===== src/rtl/fpu_issue_ctrl.sv =====
// Issue/writeback sequencer for a multi-cycle FPU core beside the integer Execute stage.
// Optional abort of runaway operations when FPU_TIMEOUT_EN is defined.
module fpu_issue_ctrl #(
  parameter int DW          = 32,
  parameter int AW          = 4,
  parameter int TIMEOUT_CYC = 64,
  parameter int CNTW        = 7
) (
  input  logic          CLK,
  input  logic          Reset,
  input  logic          issue_valid,
  input  logic          issue_op,
  input  logic [AW-1:0] issue_wa3,
  input  logic [DW-1:0] issue_a,
  input  logic [DW-1:0] issue_b,
  output logic          issue_ready,
  output logic          stall_req,
  output logic          fpu_start,
  output logic          fpu_op,
  output logic [DW-1:0] fpu_a,
  output logic [DW-1:0] fpu_b,
  input  logic          fpu_done,
  input  logic [DW-1:0] fpu_result,
  input  logic          int_regwrite_w,
  output logic          pend_valid,
  output logic [AW-1:0] pend_wa3,
  output logic          wb_en,
  output logic [AW-1:0] wb_addr,
  output logic [DW-1:0] wb_data,
  output logic          fpu_err
);

  typedef enum logic [1:0] {IDLE, RUN, WB} state_t;

  state_t          state, state_nxt;
  logic [CNTW-1:0] cnt;
  logic [AW-1:0]   wa3_q;
  logic [DW-1:0]   result_q;
  logic            accept;
  logic            timeout_hit;

  assign accept = (state == IDLE) && issue_valid;

`ifdef FPU_TIMEOUT_EN
  // The last permitted RUN cycle is the one where the counter reads TIMEOUT_CYC-1.
  assign timeout_hit = (state == RUN) && !fpu_done && (cnt == CNTW'(TIMEOUT_CYC - 1));

  always_ff @(posedge CLK or negedge Reset) begin
    if (!Reset)           fpu_err <= 1'b0;
    else if (timeout_hit) fpu_err <= 1'b1;
  end
`else
  assign timeout_hit = 1'b0;
  assign fpu_err     = 1'b0;
`endif

  // NOTE: sequential state uses non-blocking assignments so every register samples pre-edge values.
  always_ff @(posedge CLK or negedge Reset) begin
    if (!Reset) state <= IDLE;
    else        state <= state_nxt;
  end

  // NOTE: every combinational output gets a default first, so no path can infer a latch.
  always_comb begin
    state_nxt = state;
    case (state)
      IDLE:    if (issue_valid) state_nxt = RUN;
      RUN:     if (fpu_done) state_nxt = WB;
               else if (timeout_hit) state_nxt = IDLE;
      WB:      if (!int_regwrite_w) state_nxt = IDLE;
      default: state_nxt = IDLE;
    endcase
  end

  always_comb begin
    issue_ready = 1'b0;
    fpu_start   = 1'b0;
    pend_valid  = 1'b0;
    wb_en       = 1'b0;
    case (state)
      IDLE:    issue_ready = 1'b1;
      RUN: begin
        fpu_start  = (cnt == '0);
        pend_valid = 1'b1;
      end
      WB: begin
        pend_valid = 1'b1;
        wb_en      = !int_regwrite_w;
      end
      default: issue_ready = 1'b0;
    endcase
    stall_req = issue_valid && !issue_ready;
  end

  // NOTE: datapath registers are reset too, so a discarded operation leaves no stale operands visible.
  always_ff @(posedge CLK or negedge Reset) begin
    if (!Reset) begin
      fpu_op   <= 1'b0;
      fpu_a    <= '0;
      fpu_b    <= '0;
      wa3_q    <= '0;
      result_q <= '0;
      cnt      <= '0;
    end else begin
      if (accept) begin
        fpu_op <= issue_op;
        fpu_a  <= issue_a;
        fpu_b  <= issue_b;
        wa3_q  <= issue_wa3;
      end
      // Saturate so an unbounded RUN never wraps back to zero and re-pulses fpu_start.
      if (state != RUN)                     cnt <= '0;
      else if (cnt != CNTW'(TIMEOUT_CYC))   cnt <= cnt + 1'b1;
      if ((state == RUN) && fpu_done)       result_q <= fpu_result;
    end
  end

  assign pend_wa3 = wa3_q;
  assign wb_addr  = wa3_q;
  assign wb_data  = result_q;

endmodule


===== config.mk =====
export PLATFORM = sky130hd
export DESIGN_NAME = fpu_issue_ctrl
export DESIGN_NICKNAME = d
export VERILOG_FILES = /design/src/rtl/fpu_issue_ctrl.sv
export SDC_FILE = /design/constraint.sdc
export NUM_CORES = 1
export LEC_CHECK = 0
export ABC_AREA = 1
export BUFFER_PORTS_ARGS = -buffer_cell sky130_fd_sc_hd__buf_2
export CORE_MARGIN = 3
export CORE_UTILIZATION = 49
export CTS_CLUSTER_SIZE = 28
export DETAILED_ROUTE_END_ITERATION = 6
export PLACE_DENSITY = 0.95
export SLEW_MARGIN = 20
export SYNTH_ARGS = -nofsm -noshare
export SYNTH_HDL_FRONTEND = slang
export SYNTH_SLANG_ARGS = --single-unit

===== constraint.sdc =====
create_clock -name CLK -period 3.9 [get_ports CLK]
set_clock_uncertainty 0.2 [all_clocks]
set_input_delay 0.585 -clock CLK [delete_from_list [all_inputs] [get_ports CLK]]
set_output_delay 0.585 -clock CLK [all_outputs]
set_load 0.01 [all_outputs]

Word-level counts from Yosys, hierarchy flattened
Index checks and enable logic that the tools add are counted.
{"block": "word_totals", "reg_bits": 110, "output_inout_bits": 111, "wordCells": 35}
{"block": "op_classes", "add_sub_neg": 1, "eq_ne": 7, "muxes": 10, "n_reduce_logical": 10}
{"operator": "2-to-1 mux 7 bit", "n": 2}
{"operator": "adder 7 x 1 -> 7 bit, second input constant", "n": 1}
{"operator": "logical NOT 7 bit", "n": 1}
{"operator": "inequality test 7 bit, second input constant", "n": 1}
{"operator": "2-to-1 mux 2 bit", "n": 3}
{"operator": "inequality test 2 bit, second input constant", "n": 3}
{"operator": "one-hot mux 2 bit (3 select lines)", "n": 1}
{"operator": "2-to-1 mux 1 bit", "n": 4}
{"operator": "logical AND 1 bit", "n": 3}
{"operator": "AND reduction 3 bit", "n": 1}
{"operator": "== test 2 x 1 -> 1 bit, second input constant", "n": 1}
{"operator": "== test 2 bit, second input constant", "n": 1}
{"operator": "logical NOT 1 bit", "n": 2}
{"operator": "logical NOT 2 bit", "n": 1}
{"operator": "inequality test 2 x 1 -> 1 bit, second input constant", "n": 1}
{"operator": "nonzero test 2 bit", "n": 1}
{"operator": "OR reduction 2 bit", "n": 1}

Depth between registers and ports, before layout
{"block": "depth", "depth_word": 4, "depth_mapped": 7, "mapped_depth_nobuf": 7}

Least setup slack after synthesis
Ideal clock, no wire load.
{"block": "synth_path", "kind": "reg2out", "start": "register state[1]", "end": "output port fpu_start", "arrival_time_ns": 1.281, "required_time_ns": 3.115, "path_slack_ns": 1.834, "stages_incl_launch_ff": 6, "path_cell_list": "dfrtp_1 inv_1 ha_1 buf_2 inv_1 nor4_1"}
{"block": "synth_between", "elab_chain_len": 2}
{"element": "from (decl)", "line_no": "35", "source": "state_t state, state_nxt;"}
{"element": "from (signal assigned)", "line_no": "60", "source": "else state <= state_nxt;"}
{"element": "== test 2 x 1 -> 1 bit", "line_no": "80", "source": "case (state)"}
{"element": "2-to-1 mux 1 bit", "line_no": "80"}
{"element": "to (decl)", "line_no": "18", "source": "output logic fpu_start,"}
Every way passes these cells.

Worst setup path after layout
Ends and elaborated chain as after synthesis.

==> metrics.md <==
| Metric | Value |
|---|---|
| Status | `completed` |
| Vias in the first global route | `3,318` |
| Placed cell area | `5498 um2` |
| Core area | `8423 um2` |
| Layout cells sized above 1 | `0.6433` |
| GRT Residual Overflow | `0` |
| Hold_buf cts | `0` |
| Via Count | `3,033` |
| Nets | `620` |
| YS warnings | `0` |
| HPWL Detailed | `7651 um` |
| Most frequent cells in the layout | `214 x buf_2, 110 x dfrtp_1, 88 x mux2_2` |
| Drt pass-1 iters | `4` |
| H-tree depth | `3` |
| Clock slew at reported path FFs | `110 ps` |
| Wl on met1 | `3775 um` |
| Worst-Margin Slew | `978.5 ps` |
| Post-synthesis sequential area ratio | `0.6295` |
| CP Capture Type | `output port` |
| Reg2Reg Setup Slack | `1640 ps` |
| Worst R2R End | `fpu_b[0]` |
| Final Non-Filler Cells | `618` |
| Clk root buf | `clkbuf_8` |
| Routed WL per cell | `16.15 um` |
| HP Class | `in -> async` |
| DIE AREA | `10,090 um2` |
| Crit Path Class | `reg -> out` |
| DR top layer | `met4` |
| Initial drt markers | `70` |
| Placement Setup Slack | `1677 ps` |
| Switching power | `1.594 mW` |
| Synth Register Bits | `110` |
| Count of cell types in the netlist | `19` |
| Area grow syn2layout | `30.39%` |
| Maximum VDD drop | `0.3859 mV` |
| Fin crit share | `0.6731` |
| Final WS setup | `1275 ps` |
| F_max | `381.0 MHz` |
| Met3 WL | `799 um` |
| Final wirelength | `9982 um` |
| Slew Limit Fails | `0` |
| Crit Path Max Fanout | `9` |
| Max Root-Sink Buffers | `2` |
| CTS tree | `yes` |
| Mapped cell area | `4373 um2` |
| Initial antenna violation count | `0` |
| Pwr dens | `820.8 nW/um2` |
| Global-route wire length before repair | `15,740 um` |
| Unrepaired setup endpoints after global routing | `no` |
| Slew HR | `0.3476` |
| Max_cap viols | `0` |
| Pleak | `2.936 nW` |
| Setup-failing EPs final | `0` |
| Placed Cells | `603` |
| Tmin final | `2625 ps` |
| Vias per cell | `4.908` |
| Worst reg2reg startpoint | `state[0]` |
| N_diodes | `0` |
| Clk_lat worst skew | `360 ps` |
| Starting Density | `0.5192` |
| Antenna-violating nets left | `0` |
| Core Util, Final | `0.6769` |
| Flop pwr share | `0.424` |
| Syn_area_per_cell | `14.72 um2` |
| Reg2reg path depth | `4` |
| Post-route cell area | `5702 um2` |
| Crit path launch type | `register` |
| Mapped Cells | `297` |
| GRT Total Usage | `0.1989` |
| Num rows | `33` |
| Largest net degree at the start of global routing | `70` |
| Setup Buffers After CTS | `0` |
| Gate power share | `0.422` |
| I/O pin cnt | `217` |
| Clk pwr share | `0.155` |
| DRC | `0` |
| CP required | `3120 ps` |
| Commonest non-fill, non-tap cell in the layout | `buf_2` |
| I/O Buffers | `215` |
| Setup_tns | `0 ps` |
| Hold Fails Final Rpt | `0` |
| CTS Buf Count | `9` |
| P_int | `3.086 mW` |
| GP Congestion | `0.8171` |
| Die extent in x | `100.5 um` |
| Switching part of the total | `0.3406` |
| Resize count post-CTS | `0` |
| CP arrival | `1840 ps` |
| Syn_nets | `408` |
| # clock sinks | `110` |
| Die H | `100.5 um` |
| WL met2 | `5269 um` |
-- worst max path at each step --
stage | start | to | slack, ps | cells past startpoint
after floorplan | state[1] | fpu_start | 1830 | 5
final | state[1] | fpu_start | 1280 | 5
after global routing | state[1] | fpu_start | 1090 | 5
after detailed placement | state[1] | fpu_start | 1680 | 5
after CTS | state[1] | fpu_start | 1270 | 5
after global placement | state[1] | fpu_start | 1700 | 5
-- power groups by stage --
stage	clock network [mW]	registers, mW	logic [mW]
global route	0.783	2.05	2.14
global placement	0	1.96	1.93
finish	0.724	1.98	1.97
floorplan	0	2.25	0.931
detailed placement	0	2.01	2.01
CTS	0.737	1.99	2.01
-- routing by layer --
| layer | global-route usage | up-vias |
|---|---|---|
| met4 | 0.05389 | 0 |
| met3 | 0.06505 | 14 |
| met1 | 0.2314 | 1476 |
| li1 | - | 1414 |
| met2 | 0.3527 | 129 |
| met5 | 0 | - |
-- layout make-up --
cell class | instances | area, um2
clock inverter | 4 | 72.57
inverter | 14 | 52.55
clock buffer | 11 | 131.4
timing repair buffer | 217 | 1094
sequential | 110 | 2753
multi-input combinational | 157 | 1468
tap | 105 | 131.4
fill | 630 | 2721
-- synthesized netlist by cell type --
| cell | n | area (um2) |
|---|---|---|
| dfrtp_1 | 110 | 2753 |
| mux2_2 | 88 | 991.0 |
| nand2_1 | 19 | 71.32 |
| inv_1 | 14 | 52.55 |
| nor2_1 | 13 | 48.80 |
| mux2_4 | 10 | 150.1 |
| buf_2 | 9 | 45.04 |
| nand3_1 | 8 | 40.04 |
| buf_4 | 5 | 37.54 |
| ha_1 | 5 | 62.56 |
| mux2_1 | 3 | 33.78 |
| o21ai_0 | 3 | 15.01 |
| buf_6 | 2 | 22.52 |
| nand2_2 | 2 | 12.51 |
| nor3_1 | 2 | 10.01 |
| conb_1 | 1 | 3.750 |
| nor4_1 | 1 | 6.260 |
| xnor2_1 | 1 | 8.760 |
| xor2_1 | 1 | 8.760 |
-- sequential cells by signal (all words and copies together) (netlist names) --
signal and cells:
pend_wa3 4, wb_data 32, state 2, fpu_b 32, cnt 7, fpu_op 1, fpu_a 32
-- per-stage QoR --
stage / power [mW] / hold WS [ps]
2_1_floorplan: 3.176 / 89.41
4_1_cts: 4.736 / 152.7
3_3_place_gp: 3.885 / 270.4
3_5_place_dp: 4.017 / 287.1
6_report: 4.680 / 126.1
5_1_grt: 4.979 / 183.2
-- worst max-delay path: stages (launching register included) --
cell and delay (ps):
dfrtp_1 410, inv_1 90, ha_1 350, inv_1 150, nor4_1 300, buf_2 190
-- cell families after synthesis --
| family | count (synthesis) | synth area share |
|---|---|---|
| compound gates | 3 | 0.003432 |
| simple gates | 45 | 0.04321 |
| xor+xnor | 2 | 0.004006 |
| fa+ha+maj | 5 | 0.01431 |
| buf+inv | 30 | 0.03605 |
| flops | 110 | 0.6295 |
| mux | 101 | 0.2687 |
| other cells | 1 | 0.0008575 |
Note: power is estimated with default switching activity, not from simulation.
